**src/rtl/cpm_sc_driver_pkg.sv**
```systemverilog
// Shared types and sizes for the CPM scan-chain driver and its edge decoder.
package cpm_pkg;

  localparam int N_SEL  = 4;   // width of the CPM select register S[1:N_SEL]
  localparam int N_TDC  = 16;  // width of the CPM thermometer edge word
  localparam int EDGE_W = 5;   // enough bits to hold an edge position 0..N_TDC

  typedef enum logic [2:0] {
    IDLE,
    SHIFT_LO,
    SHIFT_HI,
    TAIL,
    LATCH
  } sc_state_t;

endpackage

```
**src/rtl/cpm_sc_driver_if.sv**
```systemverilog
// Request handshake plus the serial scan waveform towards the CPM receiver.
// The master side issues requests; the slave side is the scan driver.
interface cpm_sc_driver_if;
  import cpm_pkg::*;

  logic [1:N_SEL] cfg_s;
  logic           cfg_valid;
  logic           cfg_ready;
  logic           done;
  logic           sc_din;
  logic           sc_clk;
  logic           sc_len;

  modport master (
    output cfg_s, cfg_valid,
    input  cfg_ready, done, sc_din, sc_clk, sc_len
  );

  modport slave (
    input  cfg_s, cfg_valid,
    output cfg_ready, done, sc_din, sc_clk, sc_len
  );

endinterface

```
**src/rtl/cpm_sc_driver_therm_decode.sv**
```systemverilog
// Thermometer edge decoder for the CPM edge word: counts leading ones from
// bit 1 and flags any 1 that follows the first 0 (a bubble). Outputs are
// registered, one cycle after cpm_out. Only built when CPM_THERM_DECODE_EN
// is defined.
`ifdef CPM_THERM_DECODE_EN
module cpm_therm_decode
  import cpm_pkg::*;
(
  input  logic              clk,
  input  logic              rst,
  input  logic [1:N_TDC]    cpm_out,
  output logic [EDGE_W-1:0] edge_pos,
  output logic              bubble
);

  logic [EDGE_W-1:0] edge_next;
  logic              bubble_next;
  logic              seen_zero;

  // Scan from bit 1: ones before the first zero count toward the edge,
  // ones after it mark a bubble.
  always_comb begin
    edge_next   = '0;
    bubble_next = 1'b0;
    seen_zero   = 1'b0;
    for (int i = 1; i <= N_TDC; i++) begin
      if (!cpm_out[i]) begin
        seen_zero = 1'b1;
      end else if (seen_zero) begin
        bubble_next = 1'b1;
      end else begin
        edge_next = edge_next + EDGE_W'(1);
      end
    end
  end

  // Register the decoded edge every cycle, independent of the scan FSM.
  always_ff @(posedge clk) begin
    if (rst) begin
      edge_pos <= '0;
      bubble   <= 1'b0;
    end else begin
      edge_pos <= edge_next;
      bubble   <= bubble_next;
    end
  end

endmodule
`endif

```
**src/rtl/cpm_sc_driver.sv**
```systemverilog
// CPM scan-chain driver: shifts a 4-bit select value out on sc_din/sc_clk,
// S[4] first, then pulses sc_len to latch it. Each phase lasts CLK_DIV clocks.
// Optional thermometer decoder enabled by the CPM_THERM_DECODE_EN macro.
module cpm_sc_driver
  import cpm_pkg::*;
#(
  parameter logic [7:0] CLK_DIV = 8'd4  // legal 1..255
)
(
  input  logic              clk,
  input  logic              rst,
  cpm_sc_driver_if.slave    bus
`ifdef CPM_THERM_DECODE_EN
  ,
  input  logic [1:N_TDC]    cpm_out,
  output logic [EDGE_W-1:0] edge_pos,
  output logic              bubble
`endif
);

  sc_state_t      state_reg, state_next;
  logic [7:0]     phase_reg, phase_next;
  logic [1:0]     bit_reg, bit_next;
  logic [1:N_SEL] shift_reg, shift_next;
  logic           phase_end;
  logic           accept;

  logic cfg_ready_reg, cfg_ready_next;
  logic done_reg, done_next;
  logic sc_din_reg, sc_din_next;
  logic sc_clk_reg, sc_clk_next;
  logic sc_len_reg, sc_len_next;

  assign phase_end = (phase_reg == CLK_DIV - 8'd1);
  assign accept    = bus.cfg_valid && (state_reg == IDLE);

  // Next state, counters and shift data; outputs are decoded from the next
  // state so that the registered outputs line up with the state they describe.
  always_comb begin
    state_next = state_reg;
    shift_next = shift_reg;
    bit_next   = bit_reg;
    case (state_reg)
      IDLE: begin
        if (accept) begin
          state_next = SHIFT_LO;
          shift_next = bus.cfg_s;
          bit_next   = 2'd0;
        end
      end
      SHIFT_LO: if (phase_end) state_next = SHIFT_HI;
      SHIFT_HI: begin
        if (phase_end) begin
          if (bit_reg == 2'd3) begin
            state_next = TAIL;
          end else begin
            // Move the next-lower select bit into the output slot S[N_SEL].
            state_next = SHIFT_LO;
            bit_next   = bit_reg + 2'd1;
            shift_next = {1'b0, shift_reg[1:N_SEL-1]};
          end
        end
      end
      TAIL:    if (phase_end) state_next = LATCH;
      LATCH:   if (phase_end) state_next = IDLE;
      default: state_next = IDLE;
    endcase

    phase_next = ((state_next != state_reg) || (state_reg == IDLE)) ? 8'd0
                                                                     : phase_reg + 8'd1;

    sc_din_next    = ((state_next == SHIFT_LO) || (state_next == SHIFT_HI)) ?
                     shift_next[N_SEL] : 1'b0;
    sc_clk_next    = (state_next == SHIFT_HI);
    sc_len_next    = (state_next == LATCH);
    cfg_ready_next = (state_next == IDLE);
    done_next      = (state_reg == LATCH) && (state_next == IDLE);
  end

  // State, counters and registered outputs; reset abandons any transfer
  // without a latch pulse so the CPM keeps its previous select value.
  always_ff @(posedge clk) begin
    if (rst) begin
      state_reg     <= IDLE;
      phase_reg     <= 8'd0;
      bit_reg       <= 2'd0;
      shift_reg     <= '0;
      cfg_ready_reg <= 1'b1;
      done_reg      <= 1'b0;
      sc_din_reg    <= 1'b0;
      sc_clk_reg    <= 1'b0;
      sc_len_reg    <= 1'b0;
    end else begin
      state_reg     <= state_next;
      phase_reg     <= phase_next;
      bit_reg       <= bit_next;
      shift_reg     <= shift_next;
      cfg_ready_reg <= cfg_ready_next;
      done_reg      <= done_next;
      sc_din_reg    <= sc_din_next;
      sc_clk_reg    <= sc_clk_next;
      sc_len_reg    <= sc_len_next;
    end
  end

  assign bus.cfg_ready = cfg_ready_reg;
  assign bus.done      = done_reg;
  assign bus.sc_din    = sc_din_reg;
  assign bus.sc_clk    = sc_clk_reg;
  assign bus.sc_len    = sc_len_reg;

`ifdef CPM_THERM_DECODE_EN
  cpm_therm_decode u_decode (
    .clk      (clk),
    .rst      (rst),
    .cpm_out  (cpm_out),
    .edge_pos (edge_pos),
    .bubble   (bubble)
  );
`endif

endmodule

```
**src/flat_wrapper.sv**
```systemverilog
// flat-port wrapper written by rule: the top's interface ports become plain ports
module cpm_sc_driver_flat import cpm_pkg::*;
#(
  parameter logic [7:0] CLK_DIV = 8'd4                 
)
  (clk, rst, bus_cfg_s, bus_cfg_valid, bus_cfg_ready, bus_done, bus_sc_din, bus_sc_clk, bus_sc_len);
  cpm_sc_driver_if bus_i ();
  input  logic clk;
  input  logic rst;
  input wire logic [$bits(bus_i.cfg_s)-1:0] bus_cfg_s;
  input wire logic [$bits(bus_i.cfg_valid)-1:0] bus_cfg_valid;
  output wire logic [$bits(bus_i.cfg_ready)-1:0] bus_cfg_ready;
  output wire logic [$bits(bus_i.done)-1:0] bus_done;
  output wire logic [$bits(bus_i.sc_din)-1:0] bus_sc_din;
  output wire logic [$bits(bus_i.sc_clk)-1:0] bus_sc_clk;
  output wire logic [$bits(bus_i.sc_len)-1:0] bus_sc_len;
  assign bus_i.cfg_s = bus_cfg_s;
  assign bus_i.cfg_valid = bus_cfg_valid;
  assign bus_cfg_ready = bus_i.cfg_ready;
  assign bus_done = bus_i.done;
  assign bus_sc_din = bus_i.sc_din;
  assign bus_sc_clk = bus_i.sc_clk;
  assign bus_sc_len = bus_i.sc_len;
  cpm_sc_driver #(.CLK_DIV(CLK_DIV)) u_core (.clk(clk), .rst(rst), .bus(bus_i));
endmodule
```
**config.mk**
```make
export PLATFORM = sky130hd
export DESIGN_NAME = cpm_sc_driver_flat
export DESIGN_NICKNAME = d
export VERILOG_FILES = /design/src/rtl/cpm_sc_driver_pkg.sv /design/src/rtl/cpm_sc_driver_if.sv /design/src/rtl/cpm_sc_driver_therm_decode.sv /design/src/rtl/cpm_sc_driver.sv /design/src/flat_wrapper.sv
export SDC_FILE = /design/constraint.sdc
export NUM_CORES = 1
export LEC_CHECK = 0
export ABC_AREA = 1
export CORE_ASPECT_RATIO = 2
export CORE_UTILIZATION = 35
export DETAILED_ROUTE_END_ITERATION = 6
export GPL_ROUTABILITY_DRIVEN = 0
export SETUP_SLACK_MARGIN = 0.05
export SYNTH_ARGS = -nofsm -noshare
export SYNTH_HDL_FRONTEND = slang
export SYNTH_SLANG_ARGS = --single-unit
export TNS_END_PERCENT = 20
```
**constraint.sdc**
```tcl
create_clock -name clk -period 3.11 [get_ports clk]
set_clock_uncertainty 0.15 [all_clocks]
set_input_delay 0.622 -clock clk [delete_from_list [all_inputs] [get_ports clk]]
set_output_delay 0.622 -clock clk [all_outputs]
set_load 0.01 [all_outputs]
```
Word level (Yosys, flattened, before mapping) --
Index checks and enable logic that the tools add are counted.
Storage, ports and cells: input bits 7, word-level logic and storage cells 51, output and inout port bits 5, flip-flop bits (word level) 22
Operators by class: add/sub/neg operators 2, bitwise logic cells 1, eq/ne operators 13, multiplexer cells 15, reduce and logical (&&, ||, !) cells 10
Operator list (number):
- 2-to-1 mux 3 bit | 5
- one-hot mux 3 bit (5 select lines) | 1
- 2-to-1 mux 4 bit | 3
- equality test 3 x 2 -> 1 bit (second input constant) | 3
- adder 8 x 1 -> 8 bit (second input constant) | 1
- equality test 8 x 2 -> 1 bit (second input constant) | 1
- 2-to-1 mux 2 bit | 4
- one-hot mux 4 bit (2 select lines) | 1
- equality test 3 x 1 -> 1 bit (second input constant) | 2
- equality test 3 bit (second input constant) | 2
- zero test 3 bit | 2
- inequality test 2 x 1 -> 1 bit (second input constant) | 2
- one-hot mux 2 bit (2 select lines) | 1
- AND reduction 4 bit | 1
- OR reduction 2 bit | 2
- inequality test 3 bit | 1
- adder 2 x 1 -> 2 bit (second input constant) | 1
- equality test 2 bit (second input constant) | 1
- logical AND 1 bit | 2
- logical OR 1 bit | 2
- inequality test 2 bit (second input constant) | 1
- nonzero test 2 bit | 1
- NOT 1 bit | 1

Longest topological paths before layout --
Gate-level depths: netlist of run 1.
depth after elaboration 8, gate-level depth with buffers 11, gate-level depth less buffers 11

Least setup slack after synthesis of run 1 --
No wires, ideal clock.
path type input-to-reg, from in rst, to reg u_core.phase_reg[0], data required time 2.843 ns, setup slack 1.543 ns, stages on the path 6, data arrival time 1.300 ns, setup time 0.117 ns, cell sequence clkbuf_1 inv_1 nand3_1 nor2_1 nand2_2 nor2_1
On the way: word-level cells in the longest chain between the ends 1
RTL lines:
- start, declared | RTL line flat_wrapper.sv:9 | input logic rst;
- OR reduction 2 bit (no source line)
- end signal, assigned | RTL line cpm_sc_driver.sv:95 | phase_reg <= phase_next;
- end, declared | RTL line cpm_sc_driver.sv:22 | logic [7:0] phase_reg, phase_next;
Every way passes these cells. A chain may end at the register's enable or synchronous reset.

Final worst setup path of run 1 --
from reg u_core.sc_clk_reg (netlist: u_core.bus.sc_clk), to out bus_sc_clk
RTL lines:
- start, declared | RTL line cpm_sc_driver.sv:31 | logic sc_clk_reg, sc_clk_next;
- start signal, assigned | RTL line cpm_sc_driver.sv:101 | sc_clk_reg <= sc_clk_next;
- end, declared | RTL line flat_wrapper.sv:15 | output wire logic [$bits(bus_i.sc_clk)-1:0] bus_sc_clk;
No word-level cell between the ends.

==> results of run 1 <==
[layer usage]
layer / part of all wire (%) / track usage, % / wire length [um] / vias to the layer above
li1: - / - / - / 516
met3: 2.1 / 1.657 / 50 / 9
met4: 4.7 / 13.67 / 111 / 0
met2: 57 / 32.34 / 1361 / 24
met1: 36 / 14.90 / 857 / 439
met5: 0 / 0 / 0 / -
[kinds of logic (layout without fill, tap and decap cells)]
| family | count (synthesis) | count (layout) | synth area share, % |
|---|---|---|---|
| DFF | 22 | 22 | 41.27 |
| buffers and inverters | 20 | 34 | 7.034 |
| xor gates and xnor gates | 4 | 4 | 3.283 |
| and+or+nand+nor | 97 | 97 | 39.63 |
| AOI/OAI and AO/OA | 11 | 11 | 6.448 |
| adders and majority gates | 2 | 2 | 2.344 |
[through the flow]
step	area, um2	utilization [%]	hold WS (ns)	total power, mW
final	1282	43.58	0.2970	0.6244
after floorplan	1067	-	0.2676	0.3387
after global placement	1211	41.16	0.2789	0.3599
after global routing	1282	43.58	0.3269	0.6462
after CTS	1282	43.58	0.3028	0.6310
after detailed placement	1211	41.16	0.2866	0.3606
[final cells by class]
cell class                      count  share of cell area, %
Clock inverter                      1                  2.341
Tap cell                           30                  2.927
Timing Repair Buffer               11                  8.585
Sequential cell                    22                  34.34
Clock buffer                        3                  3.220
Inverter                           19                  5.561
Multi-Input combinational cell    114                  43.02
[power groups by stage]
stage | Clock, mW | Combinational (mW) | Sequential [mW]
floorplan | 0 | 0.0370 | 0.302
finish | 0.271 | 0.0573 | 0.296
CTS | 0.277 | 0.0580 | 0.296
detailed placement | 0 | 0.0578 | 0.303
global route | 0.283 | 0.0661 | 0.297
global placement | 0 | 0.0573 | 0.303
[cell usage in the layout, fill, tap and decap left out]
master and n:
a21boi_1 1, a21oi_1 6, a21oi_2 3, bufinv_16 1, clkbuf_8 3, clkdlybuf4s50_1 11
dfxtp_1 22, ha_1 2, inv_1 14, inv_2 5, nand2_1 44, nand2_2 5
nand3_1 11, nand4_1 3, nor2_1 26, nor2_2 1, nor2_4 2, nor3_1 4
o21ai_0 1, or2_2 1, xnor2_1 1, xor2_1 3
[worst max path at each step]
stage / startpoint / endpoint / slack, ns / depth (start not counted)
floorplan: rst / u_core.phase_reg[0]$_SDFF_PP0_ / 1.54 / 6
finish: u_core.bus.sc_clk$_SDFF_PP0_ / bus_sc_clk / 1.23 / 1
global placement: bus_cfg_valid / u_core.bus.sc_din$_SDFF_PP0_ / 1.03 / 9
global route: rst / u_core.phase_reg[5]$_SDFF_PP0_ / 1.14 / 6
detailed placement: rst / u_core.phase_reg[5]$_SDFF_PP0_ / 0.99 / 6
CTS: u_core.bus.sc_clk$_SDFF_PP0_ / bus_sc_clk / 1.22 / 1
[worst register-to-register path, cell delays in order (launching register included)]
cell and delay, ns:
dfxtp_1 0.36, ha_1 0.23, nand2_1 0.11, nor2_1 0.12, nand2_1 0.16, nand2_2 0.14, nand3_1 0.13, nor2_1 0.11
nand2_1 0.07, nor2_1 0.09
==> impl_metrics.toml, run 1 <==
[routing]
wirelength_um = 2381
first_iter_violations = 21
ant_nets = 0
via_per_inst = 4.940
firstDrtPassIters = 4
drc = 0
routedWlPerCell_um = 11.91
num_vias = 988

[yosys]
avgSynthCellArea_um2 = 6.841
ys_ff_latch = 22
synth_top_cell_by_area = "dfxtp_1"
yosysSeqAreaShare_pct = 41.27
synthDistinctLibCells = 20
yosysTopAreaCellShare_pct = 41.27
synthTopCellsByCount = "nand2_1, nor2_1, dfxtp_1"
synth_area_mm2 = 0.001067
synth_warnings = 0
synth.most_common_cell = "nand2_1"
synth_cells = 156
synth-edff-count = 0
async_flop_share_pct = 0
yosys-top-cells-area = "dfxtp_1, nand2_1, nor2_1"
ys.flop_type = "dfxtp_1"
syn-num-nets = 165

[floorplan]
dieArea_mm2 = 0.003288
rows = 28
die_w_um = 41.05
core-area_mm2 = 0.002943
pin_count = 12
dieHeight_um = 80.10
start_util_pct = 36.27

[worst_setup_path]
critPathCaptureType = "primary output"
crit_slowest_cell = "clkdlybuf4s50_1"
slowest_delay_ns = 0.52
r2r_end = "u_core.bus.done$_SDFF_PP0_"
critPathRequiredTime_ns = 2.34
cp.arrival_ns = 1.11
startpoint_type = "flip-flop"
regToRegSetupSlack_ns = 1.38
critPathKind = "reg -> out"
ff2ff_path_depth = 9
cp_num_buf_inv = 1
worstReg2RegStart = "u_core.phase_reg[0]$_SDFF_PP0_"
path_cells = "clkdlybuf4s50_1"
cp_max_fo = 1
crit_family = "buffers and inverters"

[clock_network]
path_clk_slew_ns = 0.08
cts_htree_levels = 1
cts_buffer_depth = 2
cts_tree = "yes"
clkLatencyLatePin_ns = 0.27
numCtsBuffers = 3
clock_sinks = 22
ctsResizeCount = 0
postCtsSetupBuffers = 0
root_buffer = "clkbuf_8"
ctsHoldBuffers = 0

[final_layout]
drive_above_1_share_pct = 12.35
nets = 180
fill_cells = 340
diodes = 0
multi_input_area_um2 = 551.8
fin_cells = 200
syn_to_final_growth_pct = 20.16
largest_reg_flops = 8
regArea_um2 = 440.4

[sta]
period_needed_ns = 1.877
worst-slew-pin-transition_ns = 0.4174
setup_ws_ns = 1.233
hold_viol = 0
setup_tns_ns = 0
maxSlewHeadroom_pct = 71.96
slew_viol_final = 0
setup_viol = 0
finalCritPeriodShare_pct = 60.36
grt_setup_unrepaired = "false"
fmax_mhz = 532.7

[power_and_ir_drop]
p_comb_share_pct = 9.2
pwr-share-clk_pct = 43.4
seqPwrFrac_pct = 47.4
power.leakage_nw = 0.5556
p_int_mw = 0.4855
switchingPower_mw = 0.1389
peakVddDrop_mv = 0.2420
powerDensity_mw_per_mm2 = 486.8
swShare_pct = 22.25

[grt]
antenna_found_initial = 0
grt_pass1_wl_um = 3946
grt_max_degree = 14
track_usage_pct = 17.68
grt_pass1_vias = 992
overflow = 0

[hold_path]
hp-class = "reg -> reg"
holdPathEnd = "u_core.phase_reg[0]$_SDFF_PP0_"
hold_path.startpoint = "u_core.phase_reg[0]$_SDFF_PP0_"
hold_path_depth = 1

[place]
pre_cts_ws_ns = 0.9870
io_buffers = 11
dp_hpwl_um = 1916
placed_cells = 196

[outcome]
outcome = "finished, final reports clean"

[job]
cap_violations = 0
No activity file was read; power rests on OpenSTA's default activity.
==> inputs of run 2 (changes only) <==
- clock period: 3.11 -> 1.7 ns (I/O delays scaled with it)
==> impl_metrics.toml, run 2 (synthesized netlist as in run 1, its figures left out) <==
[power_and_ir_drop]
peakVddDrop_mv = 0.5144
switchingPower_mw = 0.2432
swShare_pct = 21.41
pwr-share-clk_pct = 42.4
p_comb_share_pct = 9.9
power.leakage_nw = 0.5878
powerDensity_mw_per_mm2 = 844.5
p_int_mw = 0.8927
seqPwrFrac_pct = 47.7

[routing]
ant_nets = 0
num_vias = 1001
drc = 0
first_iter_violations = 4
firstDrtPassIters = 4
wirelength_um = 2195
via_per_inst = 4.907
routedWlPerCell_um = 10.76

[sta]
finalCritPeriodShare_pct = 93.50
slew_viol_final = 0
grt_setup_unrepaired = "true"
maxSlewHeadroom_pct = 80.10
period_needed_ns = 1.589
fmax_mhz = 629.1
setup_viol = 0
hold_viol = 0
setup_tns_ns = 0
worst-slew-pin-transition_ns = 0.2963

[worst_setup_path]
cp_max_fo = 1
crit_slowest_cell = "clkdlybuf4s50_1"
regToRegSetupSlack_ns = 0.14
cp_num_buf_inv = 1
crit_family = "buffers and inverters"
slowest_delay_ns = 0.52
critPathKind = "reg -> out"
startpoint_type = "flip-flop"
critPathRequiredTime_ns = 1.21
path_cells = "clkdlybuf4s50_1"
cp.arrival_ns = 1.10
critPathCaptureType = "primary output"

[clock_network]
path_clk_slew_ns = 0.08
clock_sinks = 22
numCtsBuffers = 3
cts_buffer_depth = 2
ctsHoldBuffers = 0
cts_htree_levels = 1
root_buffer = "clkbuf_8"
clkLatencyLatePin_ns = 0.26
cts_tree = "yes"
postCtsSetupBuffers = 0

[final_layout]
syn_to_final_growth_pct = 26.03
nets = 184
mostFrequentLayoutCell = "nand2_1"
largest_reg_flops = 8
fill_cells = 317
diodes = 0
final_area_mm2 = 0.001345
layout_common_cells = "nand2_1, nor2_1, dfxtp_1"
drive_above_1_share_pct = 20.11

[grt]
grt_max_degree = 14
grt_pass1_vias = 971
track_usage_pct = 16.57
antenna_found_initial = 0
grt_pass1_wl_um = 3712
overflow = 0

[outcome]
outcome = "finished, final reports clean"

[job]
cap_violations = 0

[floorplan]
dieArea_mm2 = 0.003288
rows = 28
start_util_pct = 36.27
core-area_mm2 = 0.002943
dieHeight_um = 80.10
die_w_um = 41.05
pin_count = 12

[place]
io_buffers = 11
post_dp_cell_area_mm2 = 0.001241
dp_hpwl_um = 1754

[hold_path]
hp-class = "reg -> reg"
-- run 2: cell types whose count changed in the layout (fill, tap and decap cells not counted), sizes merged --
cell and change:
buf +4
-- run 2: path summary, 6_finish.rpt --
kind | start | endpoint | cells past startpoint
worst max-delay path | u_core.bus.sc_din$_SDFF_PP0_ | bus_sc_din | 1
worst min-delay path | u_core.phase_reg[0]$_SDFF_PP0_ | u_core.phase_reg[0]$_SDFF_PP0_ | 1
worst max register to register | u_core.phase_reg[0]$_SDFF_PP0_ | u_core.phase_reg[6]$_SDFF_PP0_ | 8
worst min register to register | u_core.phase_reg[0]$_SDFF_PP0_ | u_core.phase_reg[0]$_SDFF_PP0_ | 1
-- run 2: power by group through the flow --
stage                     Clock (mW)  Sequential, mW  Combinational (mW)
after floorplan                    0           0.552              0.0678
after global placement             0           0.553               0.107
after detailed placement           0           0.553               0.109
after CTS                      0.499           0.541               0.109
after global routing           0.517           0.544               0.129
final                          0.482           0.542               0.113
-- run 2: what timing repair did --
item                                    in CTS  in global routing
resized for setup                            1                 10
endpoints found under the setup margin       7                 20
pin swaps                                    0                  3
-- run 2: through the flow --
stage	power (mW)	std cells	hold slack (ns)	utilization [%]	setup slack, ns
3_3_place_gp	0.6596	200	0.2804	42.18	0.04316
5_1_grt	1.190	204	0.2907	45.71	0.01655
6_report	1.136	204	0.2709	45.71	0.1105
4_1_cts	1.149	204	0.3129	44.69	0.04179
3_5_place_dp	0.6616	200	0.2993	42.18	0.006691
2_1_floorplan	0.6197	156	0.2676	-	0.2357
-- run 2: cell type report --
type / count / area [um2] / share of cell area (%)
Clock buffer: 3 / 41.29 / 3.070
Clock inverter: 1 / 30.03 / 2.233
Inverter: 19 / 71.32 / 5.302
Multi-Input combinational cell: 114 / 579.3 / 43.07
Sequential cell: 22 / 445.4 / 33.12
Tap cell: 30 / 37.54 / 2.791
Timing Repair Buffer: 15 / 140.1 / 10.42
-- run 2: routing by layer --
metal	GRT usage, %	wire length [um]	vias to the layer above
met4	11.67	74	0
li1	-	-	520
met2	30.63	1261	14
met3	2.762	48	6
met1	13.44	811	461
met5	0	0	-
==> inputs of run 3 (changes only) <==
- CORE_ASPECT_RATIO: 2 -> default
- CORE_UTILIZATION: 35 -> 45
- PLACE_DENSITY: default -> 0.69
==> impl_metrics.toml, run 3 (synthesized netlist as in run 1, its figures left out) <==
[sta]
fmax_mhz = 608.9
setup_ws_ns = 0.05782
finalCritPeriodShare_pct = 96.60
worst-slew-pin-transition_ns = 0.3063
maxSlewHeadroom_pct = 79.43
setup_viol = 0
grt_setup_unrepaired = "true"
period_needed_ns = 1.642
slew_viol_final = 0
hold_viol = 0
hold-worst-slack_ns = 0.3051

[clock_network]
path_clk_slew_ns = 0.12
numCtsBuffers = 3
ctsHoldBuffers = 0
cts_buffer_depth = 2
clkLatencyLatePin_ns = 0.30
cts_htree_levels = 1
root_buffer = "clkbuf_4"
clock_sinks = 22
cts_tree = "yes"

[worst_setup_path]
slowest_delay_ns = 0.52
critPathCaptureType = "primary output"
critPathKind = "reg -> out"
cp_max_fo = 1
crit_slowest_cell = "clkdlybuf4s50_1"
cp_num_buf_inv = 1
path_cells = "clkdlybuf4s50_1"
startpoint_type = "flip-flop"
crit_family = "buffers and inverters"
critPathRequiredTime_ns = 1.21
cp.arrival_ns = 1.15

[grt]
grt_pass1_vias = 826
grt_pass1_wl_um = 3360
grt_max_degree = 12
overflow = 0
track_usage_pct = 17.10
antenna_found_initial = 0

[final_layout]
nets = 184
drive_above_1_share_pct = 16.76
fin_cells = 201
largest_reg_flops = 8
layout_common_cells = "nand2_1, nor2_1, dfxtp_1"
mostFrequentLayoutCell = "nand2_1"
diodes = 0
syn_to_final_growth_pct = 20.63
fin_util_pct = 57.65

[power_and_ir_drop]
seqPwrFrac_pct = 61.5
power.leakage_nw = 0.5814
powerDensity_mw_per_mm2 = 683.6
p_int_mw = 0.6585
switchingPower_mw = 0.2216
p_comb_share_pct = 12.3
swShare_pct = 25.18
pwr-share-clk_pct = 26.3
peakVddDrop_mv = 0.3661

[routing]
firstDrtPassIters = 4
wirelength_um = 2003
via_per_inst = 4.900
num_vias = 985
drc = 0
routedWlPerCell_um = 9.965
first_iter_violations = 17
ant_nets = 0

[floorplan]
die_w_um = 50.70
rows = 17
start_util_pct = 47.79
dieHeight_um = 50.70
dieArea_mm2 = 0.002570
pin_count = 12
core-area_mm2 = 0.002233

[place]
placed_cells = 196
io_buffers = 11
pre_cts_ws_ns = -0.01748
dp_hpwl_um = 1528

[outcome]
outcome = "finished, final reports clean"

[job]
cap_violations = 0

[hold_path]
hp-class = "reg -> reg"
run 3: cell types whose count changed in the layout (fill, tap and decap cells not counted), sizes merged:
cell / before / now
bufinv: 1 / 0
dlygate4sd2: 0 / 1
dlymetal6s2s: 0 / 1
clkdlybuf4s50: 11 / 9
run 3: routing by layer:
metal	global-route usage (%)	vias to the layer above	share of wire, %
met5	0	-	0
met4	4.167	0	1.0
met3	3.636	4	3.1
met2	27.33	17	45
met1	23.29	438	50
li1	-	526	-
run 3: final cells by class:
| cell class | instances | area, um2 |
|---|---|---|
| Fill cell | 214 | 945.9 |
| Multi-Input combinational cell | 114 | 571.8 |
| Sequential cell | 22 | 445.4 |
| Timing Repair Buffer | 15 | 141.4 |
| Inverter | 19 | 71.32 |
| Tap cell | 28 | 35.03 |
| Clock buffer | 3 | 22.52 |
run 3: timing repair:
item / 4_1_cts / 5_1_grt
pin swaps: 0 / 1
gates resized for setup: 2 / 7
buffers inserted: 0 / 2
setup endpoints to repair: 11 / 23
run 3: through the flow:
stage                     total power, mW  TNS (ns)  instance area [um2]
after floorplan                    0.6197         0                 1067
after global placement             0.6577         0                 1224
after detailed placement           0.6604  -0.01748                 1224
after CTS                          0.8899         0                 1247
after global routing               0.9274         0                 1287
final                              0.8801         0                 1287
run 3: worst paths after layout:
path / startpoint / end / slack (ns) / cells after the start
setup / recovery: u_core.bus.cfg_ready$_SDFF_PP1_ / bus_cfg_ready / 0.06 / 1
hold / removal: u_core.phase_reg[0]$_SDFF_PP0_ / u_core.phase_reg[0]$_SDFF_PP0_ / 0.31 / 1
setup reg to reg: u_core.phase_reg[0]$_SDFF_PP0_ / u_core.phase_reg[4]$_SDFF_PP0_ / 0.16 / 8
hold reg to reg: u_core.phase_reg[0]$_SDFF_PP0_ / u_core.phase_reg[0]$_SDFF_PP0_ / 0.31 / 1
run 3: power by group through the flow:
stage	combinational (mW)	sequential, mW	clock, mW
3_5_place_dp	0.107	0.553	0
3_3_place_gp	0.106	0.552	0
2_1_floorplan	0.0678	0.552	0
5_1_grt	0.124	0.543	0.260
4_1_cts	0.107	0.541	0.241
6_report	0.108	0.541	0.231
